[config.mk]
export PLATFORM = sky130hd
export DESIGN_NAME = display_scan_ctrl_flat
export DESIGN_NICKNAME = d
export VERILOG_FILES = /design/src/rtl/display_scan_ctrl_pkg.sv /design/src/rtl/display_scan_ctrl_if.sv /design/src/rtl/display_scan_ctrl_tick_gen.sv /design/src/rtl/display_scan_ctrl.sv /design/src/flat_wrapper.sv
export SDC_FILE = /design/constraint.sdc
export NUM_CORES = 1
export LEC_CHECK = 0
export ABC_CLOCK_PERIOD_IN_PS = 1900
export CAP_MARGIN = 20
export CORE_MARGIN = 10
export CORE_UTILIZATION = 49
export DETAILED_ROUTE_END_ITERATION = 8
export PLACE_DENSITY = 0.77
export SYNTH_ARGS = -nofsm -noshare
export SYNTH_HDL_FRONTEND = slang
export SYNTH_SLANG_ARGS = --single-unit
[constraint.sdc]
create_clock -name clock -period 1.9 [get_ports clock]
set_input_delay 0.285 -clock clock [delete_from_list [all_inputs] [get_ports clock]]
set_output_delay 0.285 -clock clock [all_outputs]
set_load 0.02 [all_outputs]
[src/rtl/display_scan_ctrl_pkg.sv]
// Shared constants and state encoding for the multiplexed seven-segment scanner.
package display_scan_ctrl_pkg;

  localparam logic [3:0] BLANK_CODE = 4'hF;

  localparam int DIV_SIM   = 4;
  localparam int DIV_BOARD = 50000;

  typedef enum logic {
    SCAN    = 1'b0,
    PENDING = 1'b1
  } scan_state_t;

endpackage

[src/rtl/display_scan_ctrl_if.sv]
// Load/ready handshake carrying a packed BCD display value into the scanner.
interface display_scan_ctrl_if #(
  parameter int N_DIGITS = 4
);

  logic                    load;
  logic [4*N_DIGITS-1:0]   valor;
  logic                    ready;

  modport master (output load, output valor, input  ready);
  modport slave  (input  load, input  valor, output ready);

endinterface

[src/rtl/display_scan_ctrl_tick_gen.sv]
// Refresh counter: runs 0..DIV-1 and flags the last count as a one-cycle tick.
module tick_gen #(
  parameter int DIV = 50000,
  parameter int CW  = 16
) (
  input  logic clock,
  input  logic resetn,
  output logic o_tick
);

  localparam logic [CW-1:0] LAST = CW'(DIV - 1);

  logic [CW-1:0] r_cnt;

  assign o_tick = (r_cnt == LAST);

  always_ff @(posedge clock) begin
    if (!resetn) begin
      r_cnt <= '0;
    end else if (o_tick) begin
      r_cnt <= '0;
    end else begin
      r_cnt <= r_cnt + 1'b1;
    end
  end

endmodule

[src/rtl/display_scan_ctrl.sv]
// Scans N_DIGITS BCD digits onto a shared decoder; new values are double-buffered
// and swapped in only at a frame boundary so a frame never mixes two values.
//
//   state   | meaning
//   SCAN    | ready=1, shadow free; a load captures valor into shadow
//   PENDING | ready=0, shadow holds a value waiting for the next frame end
module display_scan_ctrl
  import display_scan_ctrl_pkg::*;
#(
  parameter int N_DIGITS = 4,
  parameter int DIV      = 50000,
  parameter int CW       = 16
) (
  input  logic                 clock,
  input  logic                 resetn,
  input  logic                 enable,
  input  logic                 blank_zero,
  display_scan_ctrl_if.slave   bus,
  output logic [3:0]           bcd,
  output logic [N_DIGITS-1:0]  an,
  output logic                 frame
);

  localparam int IW = (N_DIGITS > 1) ? $clog2(N_DIGITS) : 1;
  localparam logic [IW-1:0] LAST_IDX = IW'(N_DIGITS - 1);

  logic                  w_tick;
  logic                  w_frame_end;
  logic [IW-1:0]         r_idx;
  logic [4*N_DIGITS-1:0] r_active;
  logic [4*N_DIGITS-1:0] r_shadow;
  scan_state_t           r_state;
  logic                  r_en;
  logic                  r_bz;
  logic                  r_frame;

  logic [3:0]            w_digit [N_DIGITS];
  logic [N_DIGITS-1:0]   w_upper_zero;
  logic [N_DIGITS-1:0]   w_an;
  logic [3:0]            w_bcd;

  tick_gen #(.DIV(DIV), .CW(CW)) u_tick_gen (
    .clock  (clock),
    .resetn (resetn),
    .o_tick (w_tick)
  );

  assign w_frame_end = w_tick && (r_idx == LAST_IDX);

  always_ff @(posedge clock) begin
    if (!resetn) begin
      r_idx    <= '0;
      r_active <= '0;
      r_shadow <= '0;
      r_state  <= SCAN;
      r_en     <= 1'b0;
      r_bz     <= 1'b0;
      r_frame  <= 1'b0;
    end else begin
      r_en    <= enable;
      r_bz    <= blank_zero;
      r_frame <= w_frame_end;
      if (w_tick) begin
        r_idx <= (r_idx == LAST_IDX) ? '0 : r_idx + 1'b1;
      end
      case (r_state)
        SCAN: begin
          // A load landing on a frame end waits for the following frame end.
          if (bus.load) begin
            r_shadow <= bus.valor;
            r_state  <= PENDING;
          end
        end
        PENDING: begin
          if (w_frame_end) begin
            r_active <= r_shadow;
            r_state  <= SCAN;
          end
        end
        default: r_state <= SCAN;
      endcase
    end
  end

  // w_upper_zero[i] is set when digits i..N_DIGITS-1 are all zero.
  always_comb begin : lz_mask
    logic w_all_zero;
    w_all_zero   = 1'b1;
    w_upper_zero = '0;
    for (int i = 0; i < N_DIGITS; i++) begin
      w_digit[i] = r_active[4*i +: 4];
    end
    for (int i = N_DIGITS - 1; i >= 0; i--) begin
      w_all_zero      = w_all_zero && (w_digit[i] == 4'h0);
      w_upper_zero[i] = w_all_zero;
    end
  end

  always_comb begin
    w_an  = '1;
    w_bcd = BLANK_CODE;
    if (r_en) begin
      w_an[r_idx] = 1'b0;
      if (r_bz && (r_idx != '0) && w_upper_zero[r_idx]) begin
        w_bcd = BLANK_CODE;
      end else begin
        w_bcd = w_digit[r_idx];
      end
    end
  end

  assign an        = w_an;
  assign bcd       = w_bcd;
  assign frame     = r_frame;
  assign bus.ready = (r_state == SCAN);

endmodule

[src/flat_wrapper.sv]
// flat-port wrapper written by rule: the top's interface ports become plain ports
module display_scan_ctrl_flat import display_scan_ctrl_pkg::*;
#(
  parameter int N_DIGITS = 4,
  parameter int DIV      = 50000,
  parameter int CW       = 16
)
  (clock, resetn, enable, blank_zero, bcd, an, frame, bus_load, bus_valor, bus_ready);
  display_scan_ctrl_if #(.N_DIGITS(N_DIGITS)) bus_i ();
  input  logic clock;
  input  logic resetn;
  input  logic enable;
  input  logic blank_zero;
  output logic [3:0] bcd;
  output logic [N_DIGITS-1:0] an;
  output logic frame;
  input wire logic [$bits(bus_i.load)-1:0] bus_load;
  input wire logic [$bits(bus_i.valor)-1:0] bus_valor;
  output wire logic [$bits(bus_i.ready)-1:0] bus_ready;
  assign bus_i.load = bus_load;
  assign bus_i.valor = bus_valor;
  assign bus_ready = bus_i.ready;
  display_scan_ctrl #(.N_DIGITS(N_DIGITS), .DIV(DIV), .CW(CW)) u_core (.clock(clock), .resetn(resetn), .enable(enable), .blank_zero(blank_zero), .bus(bus_i), .bcd(bcd), .an(an), .frame(frame));
endmodule
== After elaboration in Yosys (flattened, before gate mapping) ==
Index checks and enable logic that the tools add are counted.

* Register bits: 54
* Input bits: 21
* Output and inout bits: 10
* Word-level logic and storage cells: 48

* Add/sub/neg operators: 2
* $lt $le $gt $ge: 3
* Equality and inequality tests: 2
* Multiplexer cells: 14
* Bitwise logic cells: 4
* Reductions and logical operators: 15

{| class="wikitable"
|+ Operators by type and width
! cell !! number
|-
| $mux 4 || 5
|-
| $add 16x1->16 const B || 1
|-
| $eq 16x16->1 const B || 1
|-
| $logic_not 4->1 || 4
|-
| $bmux 4 s2 || 1
|-
| $logic_and 1x1->1 || 7
|-
| $mux 1 || 4
|-
| $not 4->4 || 1
|-
| $reduce_and 2->1 || 2
|-
| $ge 3x3->1 const B || 1
|-
| $lt 2x3->1 const B || 1
|-
| $not 2->3 || 1
|-
| $add 2x1->2 const B || 1
|-
| $bmux 1 s2 || 1
|-
| $demux 1 s2 || 1
|-
| $eq 2x2->1 const B || 1
|-
| $ge 2x1->1 const B || 1
|-
| $mux 2 || 1
|-
| $not 1->1 || 2
|-
| $pmux 1 s2 || 1
|-
| $reduce_bool 2->1 || 1
|-
| $reduce_or 2->1 || 1
|}

== Longest topological paths before layout ==
* Depth after elaboration: 9
* Mapped depth: 6
* Mapped depth without buffers: 5

== Cells and area by module ==
Synthesis repeated with hierarchy kept, for this count alone.

* Cell total of the unflattened synthesis: 272
* Area total of the unflattened synthesis: 2467.4 µm²

{| class="wikitable"
|+ Modules (own cells, without submodules)
! module !! instances !! cells each !! area each (µm²) !! sequential area each (µm²)
|-
| display_scan_ctrl || 1 || 193 || 1677.9 || 760.7
|-
| tick_gen || 1 || 79 || 789.5 || 320.3
|}

== Worst setup path before layout ==
OpenSTA, ideal clock, no wires.

* Path kind: register -> output
* Start point: reg u_core.r_idx[0]
* End point: out bcd[2]
* Arrival: 1.606 ns
* Required time: 1.615 ns
* Setup slack: 0.009 ns
* Cell stages (with the launch flop): 7
* Buffers on the path: 1
* Path through: dfxtp_1 clkbuf_1 inv_1 ha_1 nand3b_1 a211o_1 nand3b_1

* Longest elaborated chain between the ends: 6
* Elaborated cells on any way between the ends: 11
* Classes of those cells: mux: 7; bitwise: 1; reduce/logical: 3

{| class="wikitable"
|+ Ends and longest elaborated chain
! what !! line !! RTL
|-
| start, declared || display_scan_ctrl.sv:29 || <nowiki>logic [IW-1:0] r_idx;</nowiki>
|-
| start signal, assigned || display_scan_ctrl.sv:64 || <nowiki>r_idx <= (r_idx == LAST_IDX) ? '0 : r_idx + 1'b1;</nowiki>
|-
| $not 2->3 (implied by the code) || display_scan_ctrl.sv:107 || <nowiki>w_bcd = w_digit[r_idx];</nowiki>
|-
| $bmux 4 s2 || display_scan_ctrl.sv:107 ||
|-
| $mux 4 (implied by the code) (2 in series) || display_scan_ctrl.sv:107 ||
|-
| $mux 4 (*) || display_scan_ctrl.sv:104 || <nowiki>if (r_bz && (r_idx != '0) && w_upper_zero[r_idx]) begin</nowiki>
|-
| $mux 4 (*) || display_scan_ctrl.sv:102 || <nowiki>if (r_en) begin</nowiki>
|-
| end, declared || flat_wrapper.sv:14 || <nowiki>output logic [3:0] bcd;</nowiki>
|}

Every way passes the cells marked *; elsewhere a longest branch is shown, timed or not. The select of a mux whose other input is x is not followed.

== Worst setup path after layout ==
* Start point: reg u_core.r_idx[0]
* End point: out bcd[0]

Same word-level chain as after synthesis.

==> reports/results.tsv <==
stage	metric	value	unit
sta	Final Max Tran Viols	0	
detailed_routing	WL/cell	13.0	um
outcome	status	complete, but fails checks	
clocking	clk sinks	54	
logic_synthesis	leading area contributor after synthesis	dfxtp_1	
logic_synthesis	synthesis-stage register bit count	54	
layout	fill count	389	
logic_synthesis	ranking of synthesized cells by area	dfxtp_1 (45%), nand2_1 (12%), mux2i_1 (7.0%), a21boi_0 (4.7%), mux4_2 (3.7%)	
logic_synthesis	number of synthesized flops with an enable pin	0	
clocking	cts hold-fix bufs	0	
critical_path	CP arrival	1650	ps
worst_hold_path	path category of the worst min-delay check	reg -> reg	
critical_path	CP Launch Type	flop	
detailed_routing	met1 wire length	2480	um
floorplanning	# IOs	31	
sta	setup violators final	4	
power_and_ir_drop	Sw Pwr	0.477	mW
placement	post-DP HPWL	3750	um
sta	final hold vios	0	
detailed_routing	Routed met3 length	203	um
logic_synthesis	Top FF cell, synth	dfxtp_1	
layout	area grow syn2layout	29.6	%
power_and_ir_drop	Clk pwr share	0.366	
floorplanning	initial core utilization	0.509	
clocking	H-Tree Depth	2	
floorplanning	die extent in x	90.3	um
clocking	CTS tree	yes	
worst_hold_path	Hold Path Origin	u_core.r_shadow[8]	
power_and_ir_drop	Int Pwr	1.64	mW
clocking	clock latency on the worst-skew pair	310	ps
critical_path	RR Endpoint	u_core.r_active[8]	
placement	number of port buffers	30	
logic_synthesis	Yosys warnings	0	
logic_synthesis	Synth Instances	266	
floorplanning	Die H	90.3	um
global_routing	initial antenna violation count	0	
logic_synthesis	post-synth net total	292	
floorplanning	Die ar.	8150	um2
detailed_routing	highest metal used	met4	
power_and_ir_drop	maximum vdd drop	0.504	mV
power_and_ir_drop	Switching Fraction	0.226	
sta	WHS	467	ps
critical_path	Crit Path Class	reg -> out	
layout	Final Instance Area	3140	um2
logic_synthesis	Distinct cells, synth	33	
sta	Setup WS post-layout	-31.1	ps
power_and_ir_drop	combinational power share	0.077	
logic_synthesis	top-count cell post-synth	nand2_1	
floorplanning	core area	4750	um2
critical_path	Worst setup EP type	output pin	
global_routing	first-pass GRT wire length	8860	um
sta	Setup Skew	7.25	ps
layout	ratio of cells with drive above 1 in the final layout	0.184	
sta	fmax	0.518	GHz
logic_synthesis	syn avg cell area	9.10	um2
logic_synthesis	Async SR Flop Fraction	0	
global_routing	GRT Total Usage	0.127	
placement	dpl cell area	2970	um2
sta	worst slew pin tran	531	ps
detailed_routing	DR vias	1950	
clocking	CTS Root Cell	clkbuf_8	
detailed_routing	drt pass-1 iters	4	
layout	post-layout util	0.659	
sta	fin crit share	1.02	
detailed_routing	DRC violations left	0	
layout	number of nets in the layout	346	
sta	max_slew headroom	0.645	
detailed_routing	initial drt markers	151	
power_and_ir_drop	Leak	1.19	nW
detailed_routing	vias per cell	5.03	
detailed_routing	final WL	5040	um
outcome	failing checks	setup timing	
worst_hold_path	hold path endpoint	u_core.r_shadow[8]	
worst_hold_path	cell depth of the worst hold path	2	
critical_path	worst reg2reg startpoint	u_core.u_tick_gen.r_cnt[0]	
sta	Period minus WS final	1930	ps
placement	gp weighted congestion	0.810	
critical_path	R2R setup slack	200	ps
power_and_ir_drop	power per cell area	675	nW/um2
power_and_ir_drop	Seq pwr share	0.557	
sta	unrepaired setup endpoints after global routing	yes	
logic_synthesis	most frequent cells after synthesis	nand2_1 (77), dfxtp_1 (54), nor2_1 (19)	
layout	Antenna diodes	0	
logic_synthesis	post-synthesis sequential area ratio	0.447	
critical_path	worst-path maximum fanout	6	
clocking	clock slew at reported path FFs	100	ps
global_routing	total grt overflow	0	
logic_synthesis	Synth top area share	0.447	
clocking	Num CTS Buffers	5	
detailed_routing	met2 routed wirelength	2300	um
floorplanning	FP Rows	25	
critical_path	Req. time, crit path	1620	ps
job	Max-cap violations	0	
critical_path	R2R depth	5	
global_routing	largest net degree at the start of global routing	42	
global_routing	vias in the first global route	1944	
detailed_routing	remaining antenna violation count	0	
clocking	CTS Buffer Depth	2	
logic_synthesis	Syn Std Cell Area	2420	um2
==> layout make-up <==
cell class / count / area (um2) / area share
flip-flops and latches: 54 / 1080 / 0.346
well taps: 67 / 83.8 / 0.0267
clock inverters: 3 / 45.0 / 0.0144
multi-input cells: 195 / 1300 / 0.415
repair buffers: 60 / 538 / 0.172
inverters: 4 / 15.0 / 0.00479
clock buffers: 5 / 68.8 / 0.0219
==> what timing repair did <==
item,CTS,global route
pin swaps,3,2
gates resized for setup,32,9
setup buffers,1,0
setup endpoints to repair,8,5
==> placed cells by master, fill, tap and decap left out, drive strengths merged, types with 2 or more instances in the layout <==
cell type	count
nor2	20
ha	5
nand2	77
nand4	5
and3	2
clkinvlp	2
clkdlybuf4s50	22
nand3	5
nor2b	2
nor3	2
nand3b	5
and2	2
xor2	4
mux4	4
a21boi	17
dlygate4sd2	3
nor4	8
clkbuf	6
inv	4
mux2i	17
and4bb	2
buf	34
dfxtp	54
o21ai	2
xnor2	10
==> per-layer routing <==
metal,GRT usage,up-vias
met3,0.0374,6
met5,0,-
met1,0.162,906
met2,0.202,39
li1,-,999
met4,0.0358,0
==> power by group through the flow <==
stage | sequential, mW | clock [mW] | combinational, mW
floorplan | 1.20 | 0 | 0.0819
global placement | 1.20 | 0 | 0.160
detailed placement | 1.20 | 0 | 0.164
CTS | 1.18 | 0.788 | 0.163
global route | 1.18 | 0.853 | 0.182
finish | 1.18 | 0.774 | 0.163
==> through the flow <==
step / cells / total power [mW] / setup TNS (ps) / worst slack, ps
floorplan: 266 / 1.28 / 0 / 9.48
global placement: 379 / 1.36 / -650 / -191
detailed placement: 379 / 1.37 / -901 / -243
CTS: 388 / 2.13 / -74.7 / -29.9
global route: 388 / 2.22 / -593 / -166
finish: 388 / 2.11 / -81.7 / -31.1
==> critical path, stage by stage, from the launching register on <==
cell	delay (ps)
dfxtp_2	350
buf_6	130
mux4_2	500
nand3b_1	200
buf_6	160
==> worst max-delay path by stage <==
| stage | from | to | slack, ps | cells past startpoint |
|---|---|---|---|---|
| after floorplan | u_core.r_idx[0] | bcd[2] | 9 | 6 |
| after global placement | u_core.r_active[4] | bcd[3] | -190 | 5 |
| after detailed placement | u_core.r_active[12] | bcd[3] | -240 | 5 |
| after CTS | u_core.r_idx[0] | bcd[0] | -30 | 4 |
| after global routing | u_core.r_active[7] | bcd[3] | -170 | 5 |
| final | u_core.r_idx[0] | bcd[0] | -30 | 4 |
==> state kept, by name, indices dropped and copies added, names as in the netlist <==
register	cells
u_core.frame	1
u_core.r_active	16
u_core.r_bz	1
u_core.r_en	1
u_core.r_idx	2
u_core.r_shadow	16
u_core.r_state	1
u_core.u_tick_gen.r_cnt	16
==> cell families (layout without fill, tap and decap cells) <==
kind of cell             after synthesis  count (layout)  synth area share
AO/OA/AOI/OAI                         21              21            0.0626
XOR/XNOR                              14              14            0.0507
adder cells (fa/ha/maj)                5               5            0.0259
buffers and inverters                 17              72            0.0336
flip-flops                            54              54             0.447
multiplexers                          21              21             0.108
AND/OR/NAND/NOR                      134             134             0.273
(Power assumes the default switching activity.)
